File: src/rtl/spi_bram_xfer_ctrl.sv
// spi_bram_xfer_ctrl: command-driven bridge between an SPI slave byte
// interface and a multi-channel block RAM. The command byte selects the
// operation and channel. A 6-byte big-endian header supplies start and
// length. Data bytes then stream to or from the BRAM, and a running 8-bit
// checksum is returned. Error status is sticky and is read back with STATUS.
// The bridge aborts cleanly if chip select is released mid-command.
module spi_bram_xfer_ctrl #(
   parameter int unsigned ADDR_W    = 17,
   parameter int unsigned NUM_CH    = 4,
   parameter int unsigned CH_W      = 2,
   parameter int unsigned MEM_DEPTH = 76800
) (
   input  logic              clk,
   input  logic              rst,
   input  logic              cs_n,
   input  logic              byte_valid,
   input  logic [7:0]        rx_byte,
   output logic [7:0]        tx_byte,
   output logic [ADDR_W-1:0] mem_addr,
   output logic [CH_W-1:0]   mem_ch,
   output logic              mem_we,
   output logic [7:0]        mem_wdata,
   input  logic [7:0]        mem_rdata,
   output logic              busy,
   output logic [2:0]        state
);

   localparam int unsigned HDR_BYTES = 6;
   localparam int unsigned LEN_W     = 24;
   localparam int unsigned SUM_W     = 25;
   localparam int unsigned CHK_W     = 7;

   localparam logic [1:0] OP_NOP    = 2'b00;
   localparam logic [1:0] OP_WRITE  = 2'b01;
   localparam logic [1:0] OP_READ   = 2'b10;
   localparam logic [1:0] OP_STATUS = 2'b11;

   typedef enum logic [2:0] {
      ST_IDLE   = 3'd0,
      ST_HDR    = 3'd1,
      ST_WDATA  = 3'd2,
      ST_RFETCH = 3'd3,
      ST_RDATA  = 3'd4
   } state_e;

   state_e              state_q;
   logic                busy_q;
   logic [7:0]          tx_q;
   logic [ADDR_W-1:0]   addr_q;
   logic [CH_W-1:0]     ch_q;
   logic                we_q;
   logic [7:0]          wdata_q;

   logic                is_write_q;     // latched op: 1 = WRITE, 0 = READ
   logic [2:0]          hdr_cnt_q;      // header bytes still expected
   logic [39:0]         hdr_q;          // first five header bytes, shifted in
   logic [LEN_W-1:0]    rem_q;          // data bytes still to transfer
   logic [7:0]          csum_q;         // running data checksum
   logic                wr_pend_q;      // advance address after a write pulse
   logic                fetch_wait_q;   // first RFETCH cycle: BRAM latching addr

   logic                err_range_q;
   logic                err_chan_q;
   logic                err_abort_q;

   // Header fields as seen when the sixth byte arrives
   logic [LEN_W-1:0]    hdr_start_w;
   logic [LEN_W-1:0]    hdr_len_w;
   logic [SUM_W-1:0]    hdr_end_w;
   logic                hdr_range_bad_w;
   logic                chan_bad_w;

   // Decode header fields and range/channel checks
   assign hdr_start_w     = hdr_q[39:16];
   assign hdr_len_w       = {hdr_q[15:0], rx_byte};
   assign hdr_end_w       = SUM_W'(hdr_start_w) + SUM_W'(hdr_len_w);
   assign hdr_range_bad_w = (hdr_end_w > SUM_W'(MEM_DEPTH));
   assign chan_bad_w      = (CHK_W'(rx_byte[5:0]) >= CHK_W'(NUM_CH));

   // Drive outputs from their registers
   assign tx_byte   = tx_q;
   assign mem_addr  = addr_q;
   assign mem_ch    = ch_q;
   assign mem_we    = we_q;
   assign mem_wdata = wdata_q;
   assign busy      = busy_q;
   assign state     = state_q;

   // Transfer FSM with registered outputs, counters, checksum and error flags
   always_ff @(posedge clk or negedge rst) begin
      if (!rst) begin
         state_q      <= ST_IDLE;
         busy_q       <= 1'b0;
         tx_q         <= 8'h00;
         addr_q       <= '0;
         ch_q         <= '0;
         we_q         <= 1'b0;
         wdata_q      <= 8'h00;
         is_write_q   <= 1'b0;
         hdr_cnt_q    <= 3'd0;
         hdr_q        <= 40'd0;
         rem_q        <= '0;
         csum_q       <= 8'h00;
         wr_pend_q    <= 1'b0;
         fetch_wait_q <= 1'b0;
         err_range_q  <= 1'b0;
         err_chan_q   <= 1'b0;
         err_abort_q  <= 1'b0;
      end else begin
         // Write strobe is a single-cycle pulse unless re-armed below
         we_q <= 1'b0;

         // Address advances in the cycle the write pulse is on the bus
         if (wr_pend_q) begin
            addr_q    <= addr_q + ADDR_W'(1);
            wr_pend_q <= 1'b0;
         end

         if (cs_n && (state_q != ST_IDLE)) begin
            // Chip select released mid-command: drop everything, byte discarded
            state_q      <= ST_IDLE;
            busy_q       <= 1'b0;
            tx_q         <= 8'h00;
            err_abort_q  <= 1'b1;
            fetch_wait_q <= 1'b0;
         end else begin
            case (state_q)
               ST_IDLE: begin
                  if (byte_valid) begin
                     case (rx_byte[7:6])
                        OP_NOP: ;
                        OP_STATUS: begin
                           tx_q        <= {5'b00000, err_abort_q, err_chan_q, err_range_q};
                           err_abort_q <= 1'b0;
                           err_chan_q  <= 1'b0;
                           err_range_q <= 1'b0;
                        end
                        OP_WRITE, OP_READ: begin
                           if (chan_bad_w) begin
                              err_chan_q <= 1'b1;
                           end else begin
                              ch_q       <= CH_W'(rx_byte[5:0]);
                              is_write_q <= (rx_byte[7:6] == OP_WRITE);
                              csum_q     <= 8'h00;
                              hdr_cnt_q  <= 3'(HDR_BYTES);
                              state_q    <= ST_HDR;
                              busy_q     <= 1'b1;
                           end
                        end
                        default: ;
                     endcase
                  end
               end

               ST_HDR: begin
                  if (byte_valid) begin
                     hdr_q     <= {hdr_q[31:0], rx_byte};
                     hdr_cnt_q <= hdr_cnt_q - 3'd1;
                     if (hdr_cnt_q == 3'd1) begin
                        if (hdr_range_bad_w) begin
                           err_range_q <= 1'b1;
                           state_q     <= ST_IDLE;
                           busy_q      <= 1'b0;
                        end else if (hdr_len_w == '0) begin
                           tx_q    <= 8'h00;
                           state_q <= ST_IDLE;
                           busy_q  <= 1'b0;
                        end else begin
                           addr_q <= hdr_start_w[ADDR_W-1:0];
                           rem_q  <= hdr_len_w;
                           if (is_write_q) begin
                              state_q <= ST_WDATA;
                           end else begin
                              state_q      <= ST_RFETCH;
                              fetch_wait_q <= 1'b1;
                           end
                        end
                     end
                  end
               end

               ST_WDATA: begin
                  if (byte_valid) begin
                     wdata_q   <= rx_byte;
                     we_q      <= 1'b1;
                     wr_pend_q <= 1'b1;
                     csum_q    <= csum_q + rx_byte;
                     rem_q     <= rem_q - LEN_W'(1);
                     if (rem_q == LEN_W'(1)) begin
                        tx_q    <= csum_q + rx_byte;
                        state_q <= ST_IDLE;
                        busy_q  <= 1'b0;
                     end
                  end
               end

               ST_RFETCH: begin
                  // One cycle for the BRAM to register the address, then capture
                  if (fetch_wait_q) begin
                     fetch_wait_q <= 1'b0;
                  end else begin
                     tx_q    <= mem_rdata;
                     csum_q  <= csum_q + mem_rdata;
                     addr_q  <= addr_q + ADDR_W'(1);
                     state_q <= ST_RDATA;
                  end
               end

               ST_RDATA: begin
                  if (byte_valid) begin
                     rem_q <= rem_q - LEN_W'(1);
                     if (rem_q != LEN_W'(1)) begin
                        state_q      <= ST_RFETCH;
                        fetch_wait_q <= 1'b1;
                     end else begin
                        tx_q    <= csum_q;
                        state_q <= ST_IDLE;
                        busy_q  <= 1'b0;
                     end
                  end
               end

               default: begin
                  state_q <= ST_IDLE;
                  busy_q  <= 1'b0;
               end
            endcase
         end
      end
   end

endmodule

File: config.mk
export PLATFORM = sky130hd
export DESIGN_NAME = spi_bram_xfer_ctrl
export DESIGN_NICKNAME = d
export VERILOG_FILES = /design/src/rtl/spi_bram_xfer_ctrl.sv
export SDC_FILE = /design/constraint.sdc
export NUM_CORES = 1
export LEC_CHECK = 0
export BUFFER_PORTS_ARGS = -buffer_cell sky130_fd_sc_hd__buf_2
export CAP_MARGIN = 10
export CORE_ASPECT_RATIO = 1.25
export CORE_MARGIN = 2
export CORE_UTILIZATION = 50
export DETAILED_ROUTE_END_ITERATION = 6
export PLACE_DENSITY_LB_ADDON = 0.3
export RECOVER_POWER = 50
export SLEW_MARGIN = 30
export SYNTH_ARGS = -nofsm -noshare
export SYNTH_HDL_FRONTEND = slang
export SYNTH_SLANG_ARGS = --single-unit
File: constraint.sdc
create_clock -name clk -period 5 [get_ports clk]
set_input_delay 0.25 -clock clk [delete_from_list [all_inputs] [get_ports clk]]
set_output_delay 0.25 -clock clk [all_outputs]
set_load 0.02 [all_outputs]
# Word level (Yosys, flattened, before mapping)
# Cells that the tools add are included.
# classes
addsub	6
n_mul	0
div_mod_pow	0
magnitude_cmp	2
n_eq_ne	41
n_shift	0
mux	88
n_bitwise	2
reduce_logical	28
# ops
cell	count
8-bit 2-to-1 mux	17
24-bit 2-to-1 mux	5
17-bit 2-to-1 mux	7
24-bit case mux with 2 select lines	1
3-bit 2-to-1 mux	14
3-bit != test (second input constant)	14
8-bit case mux with 5 select lines	1
17-bit case mux with 2 select lines	1
1-bit 2-to-1 mux	32
24-bit by 24-bit adder with 25-bit output	1
25-bit by 17-bit greater-than comparator with 1-bit output (second input constant)	1
24-bit by 1-bit == test with 1-bit output (second input constant)	1
24-bit zero test	1
24-bit by 1-bit != test with 1-bit output (second input constant)	1
8-bit case mux with 3 select lines	1
24-bit by 1-bit subtractor with 24-bit output (second input constant)	1
2-bit != test (second input constant)	11
7-bit AND reduction	3
17-bit by 1-bit adder with 17-bit output (second input constant)	1
8-bit adder	2
3-bit case mux with 5 select lines	1
12-bit AND reduction	1
2-bit nonzero test	6
11-bit AND reduction	1
27 further kinds	42
# word_totals
ff_bits	120
latch_bits	0
mem_bits_rw	0
mem_bits_ro	0
out_inout_bits	40
word_cells	183
n_memories	0

# Longest topological paths before layout
# logic_depth
depth_word	8
ltp_mapped	14
mapped_depth_nobuf	12

# Worst setup path before layout
# OpenSTA, ideal clock, no wires.
# synth_timing
kind	flip-flop to flip-flop
start	reg hdr_q[16]
end	reg tx_q[3] (netlist: tx_byte[3])
setup_time_ps	125
arrival_ps	3533
path_slack_ps	1342
path_stages_with_launch	13
synth_period_minus_slack_ps	3658
cell_sequence	dfrtp_1 > ha_1 > fa_1 > a211oi_2 > nor2_1 > xor2_1 > or4_1 > or4_1 > a31oi_1 > o211a_2 > nand3_1 > a21boi_2 > mux2_2
# synth_between
elab_chain_len	4
# synth_rtl
item	line_no	rtl
start: declaration	56	logic [39:0] hdr_q;
start signal: assignment	157	hdr_q <= {hdr_q[31:0], rx_byte};
24-bit by 24-bit adder with 25-bit output	76	assign hdr_end_w = SUM_W'(hdr_start_w) + SUM_W'(hdr_len_w);
25-bit by 17-bit greater-than comparator with 1-bit output	77	assign hdr_range_bad_w = (hdr_end_w > SUM_W'(MEM_DEPTH));
3-bit != test (no line)	--	
12-bit AND reduction (no line)	--	
end signal: assignment	133	tx_q <= {5'b00000, err_abort_q, err_chan_q, err_range_q};
end signal: assignment	190	tx_q <= csum_q + rx_byte;
end signal: assignment	202	tx_q <= mem_rdata;
end: declaration	48	logic [7:0] tx_q;
# Every way passes these cells.
# A chain may end at the register's enable or synchronous reset.

# Worst setup path after layout
# layout_timing
start	reg hdr_q[16]
end	reg rem_q[11]
# layout_between
elab_chain_len	4
# layout_rtl
item	line_no	rtl
24-bit by 24-bit adder with 25-bit output	76	
25-bit by 17-bit greater-than comparator with 1-bit output	77	
2-bit != test (no line)	--	
7-bit AND reduction (no line)	--	
end signal: assignment	170	rem_q <= hdr_len_w;
end signal: assignment	188	rem_q <= rem_q - LEN_W'(1);
end signal: assignment	211	rem_q <= rem_q - LEN_W'(1);
end: declaration	57	logic [LEN_W-1:0] rem_q;
# Every way passes these cells.

==> metrics.cfg <==
[outcome]
outcome = finished, violations left
violations = max-capacitance violations, max-slew violations

[worst_setup_path]
path_buf_inv = 0
cp-startpoint = hdr_q[16]$_DFFE_PN0P_
setup.worst_path.end_class = register
cp.arrival_ns = 4.76
critPathLaunchType = register
critPathSlowestCell = nor2_2
rr_startpoint = hdr_q[16]$_DFFE_PN0P_
cp_max_fo = 14
crit_family = compound AO/OA/AOI/OAI gates
cp_cell_sequence = ha_1, fa_1, a211oi_2, o21ai_1, a21oi_1, nor3b_1, or3_1, a2111oi_1, o211a_2, nand3_2, nor2_2, o22ai_1
cp.required_ns = 5.25
critical_path_class = register to register
cpPeakStageDelay_ns = 0.64

[detailed_routing]
firstDrtPassIters = 5
avgViaCountPerCell = 6.33
first_iter_violations = 733
post-route-drc-count = 0
num_vias = 7880
totalWireLength_um = 25300
wl_per_cell_um = 20.3
ant_nets = 0

[synthesis]
post_synth_and_or_nand_nor_area_fraction_pct = 18.8
synth_fa_ha_area_share_pct = 7.51
synth_cell_type_count = 76
synth_top_area_share_pct = 34.9
synthTopCellsByArea = dfrtp_1 (35%), ha_1 (6.7%), mux2_2 (6.2%)
yosysTopAreaCell = dfrtp_1
synthMuxAreaShare_pct = 8.10
ys.flop_type = dfrtp_1
synth_edf_count = 0
synth_most_common_cell = dfrtp_1
seq_area_frac_synth_pct = 34.9
avgSynthCellArea_um2 = 8.80
synth_top_family_by_area = compound AO/OA/AOI/OAI gates
synth-seq-cells = 120
ys_top_cells_by_count = dfrtp_1 (120), nand2_1 (109), a21oi_1 (72)
postSynthCellCount = 977
synth_compound_area_share_pct = 21.5
synth_xor_area_share_pct = 5.61
syn_nets = 1046
synthArstFlopShare_pct = 100
yosys_warnings = 0
syn_area_mm2 = 0.00859

[placed_design]
port_buffers = 59
gp_congestion = 0.968
dpl.hpwl_um = 18400

[global_routing]
antenna_found_initial = 0
grt_pass1_wl_um = 40300
grt_overflow = 0
grt_max_degree = 57
grtUsageTotal_pct = 28.5
grt_pass1_vias = 7601

[floorplan]
ioPinCount = 60
die_x_um = 121
core_mm2 = 0.0168
placementRows = 53
die_area_mm2 = 0.0183
fp.dieH_um = 151
initial_core_util_pct = 51.0

[clock_network]
cts.root.buffer_cell = clkbuf_16
cts_buffer_depth = 2
clock_latency_ns = 0.42
clkSlewWorstSetupHoldPaths_ns = 0.06
cts_made_buffers = 17
cts.sinks = 120
tritoncts = built
h-tree-depth = 4
post_cts_resized = 0

[sta]
rsz0062_at_grt = false
max_slew_margin_pct = -16.2
finalClockSkew_ns = 0.00777
min_period_ns = 4.50
hold_viol = 0
tightest_slew_ns = 1.74
slew_violations = 29
timing.fmax_ghz = 0.222
final.period_utilization_pct = 90.1
setup_viol = 0
tns_ns = 0

[finish]
area_growth_pct = 11.0
final_nets = 1080
diodes = 0
drive_above_1_share_pct = 12.1

[power_and_ir_drop]
ir_drop_mv = 0.303
total_power_mw = 5.87
p_per_area_mw_per_mm2 = 616
leakagePower_nw = 4.04

[flow_run]
cap_violations = 1

[min_path]
hp-start = rx_byte[0]
hold_class = input port to register

[power by group]
group	switching, mW	leakage [nW]	internal (mW)
clock	0.458	0.251	0.656
sequential	0.571	1.52	1.36
combinational	1.70	2.28	1.13
total	2.73	4.04	3.15
[routing by layer]
layer  track usage [%]  wire [µm]
met5                 0          0
met4              11.1        914
met3              4.66       1500
met2              48.0      12500
met1              36.6      10400
[layout make-up]
cell class	instances	area [µm²]
clock buffer	21	460
clock inverter	11	75.1
fill	1538	7300
inverter	21	78.8
multi-input combinational	781	5300
sequential	120	3000
tap	220	275
timing repair buffer	70	350
[tightest hold or removal path, stage by stage]
cell and delay [ns]:
buf_2 0.16, nand2_1 0.07, nand2_1 0.04
[layout by cell type, fill, tap and decap left out, types with 10 or more instances in the layout]
master,synthesis,final
nor3_1,30,30
nand2_1,109,109
o21ai_1,10,10
o21ai_0,49,49
clkbuf_16,0,17
dfrtp_1,120,120
xnor2_1,27,27
buf_2,3,21
or3_1,12,12
clkbuf_1,45,40
and3_1,15,15
inv_1,21,21
a22oi_1,14,14
nand3_1,22,22
o211ai_1,11,11
ha_1,46,46
mux2_2,47,47
o22ai_1,26,26
nor2_1,63,63
a21o_1,13,13
nor4_1,12,12
xor2_1,28,28
and2_1,11,11
a21oi_1,72,72
a31oi_1,10,10
mux2i_1,11,11
nand4_1,14,14
[through the flow]
step           area, µm²  hold WS (ns)  setup slack (ns)  util, %  std cells
2_1_floorplan       8590       -0.0456              1.34        -        977
3_3_place_gp        9020         0.457             0.652     53.6       1210
3_5_place_dp        9050         0.212             0.608     53.7       1211
4_1_cts             9590         0.137             0.550     57.0       1244
5_1_grt             9540         0.148             0.224     56.6       1244
6_report            9540         0.149             0.497     56.6       1244
[worst paths after layout]
check / to / slack [ns] / cells after the start
setup / recovery: rem_q[11]$_DFFE_PN0P_ / 0.50 / 12
hold / removal: mem_wdata[0]$_DFFE_PN0P_ / 0.15 / 3
setup reg to reg: rem_q[11]$_DFFE_PN0P_ / 0.50 / 12
hold reg to reg: mem_wdata[4]$_DFFE_PN0P_ / 0.48 / 2
max in group asynchronous: hdr_q[39]$_DFFE_PN0P_ / 2.04 / 4
min in group asynchronous: hdr_q[12]$_DFFE_PN0P_ / 0.85 / 2
[state kept, by name, summed over array words and instances (netlist names), 2 cells and up]
name	count
hdr_q	40
rem_q	24
mem_addr	17
csum_q	8
mem_wdata	8
tx_byte	8
hdr_cnt_q	3
state	3
mem_ch	2
[timing repair]
| item | CTS | global route |
|---|---|---|
| hold endpoints to repair | 28 | 0 |
| hold buffers | 1 | 0 |
| buffers inserted | 0 | 0 |
[cell families after synthesis]
family	Yosys count
XOR/XNOR	55
flip-flops	120
multiplexers	63
adder cells (fa/ha/maj)	50
AO/OA/AOI/OAI	284
buffers and inverters	76
AND/OR/NAND/NOR	329
Note: power is estimated with default switching activity, not from simulation.
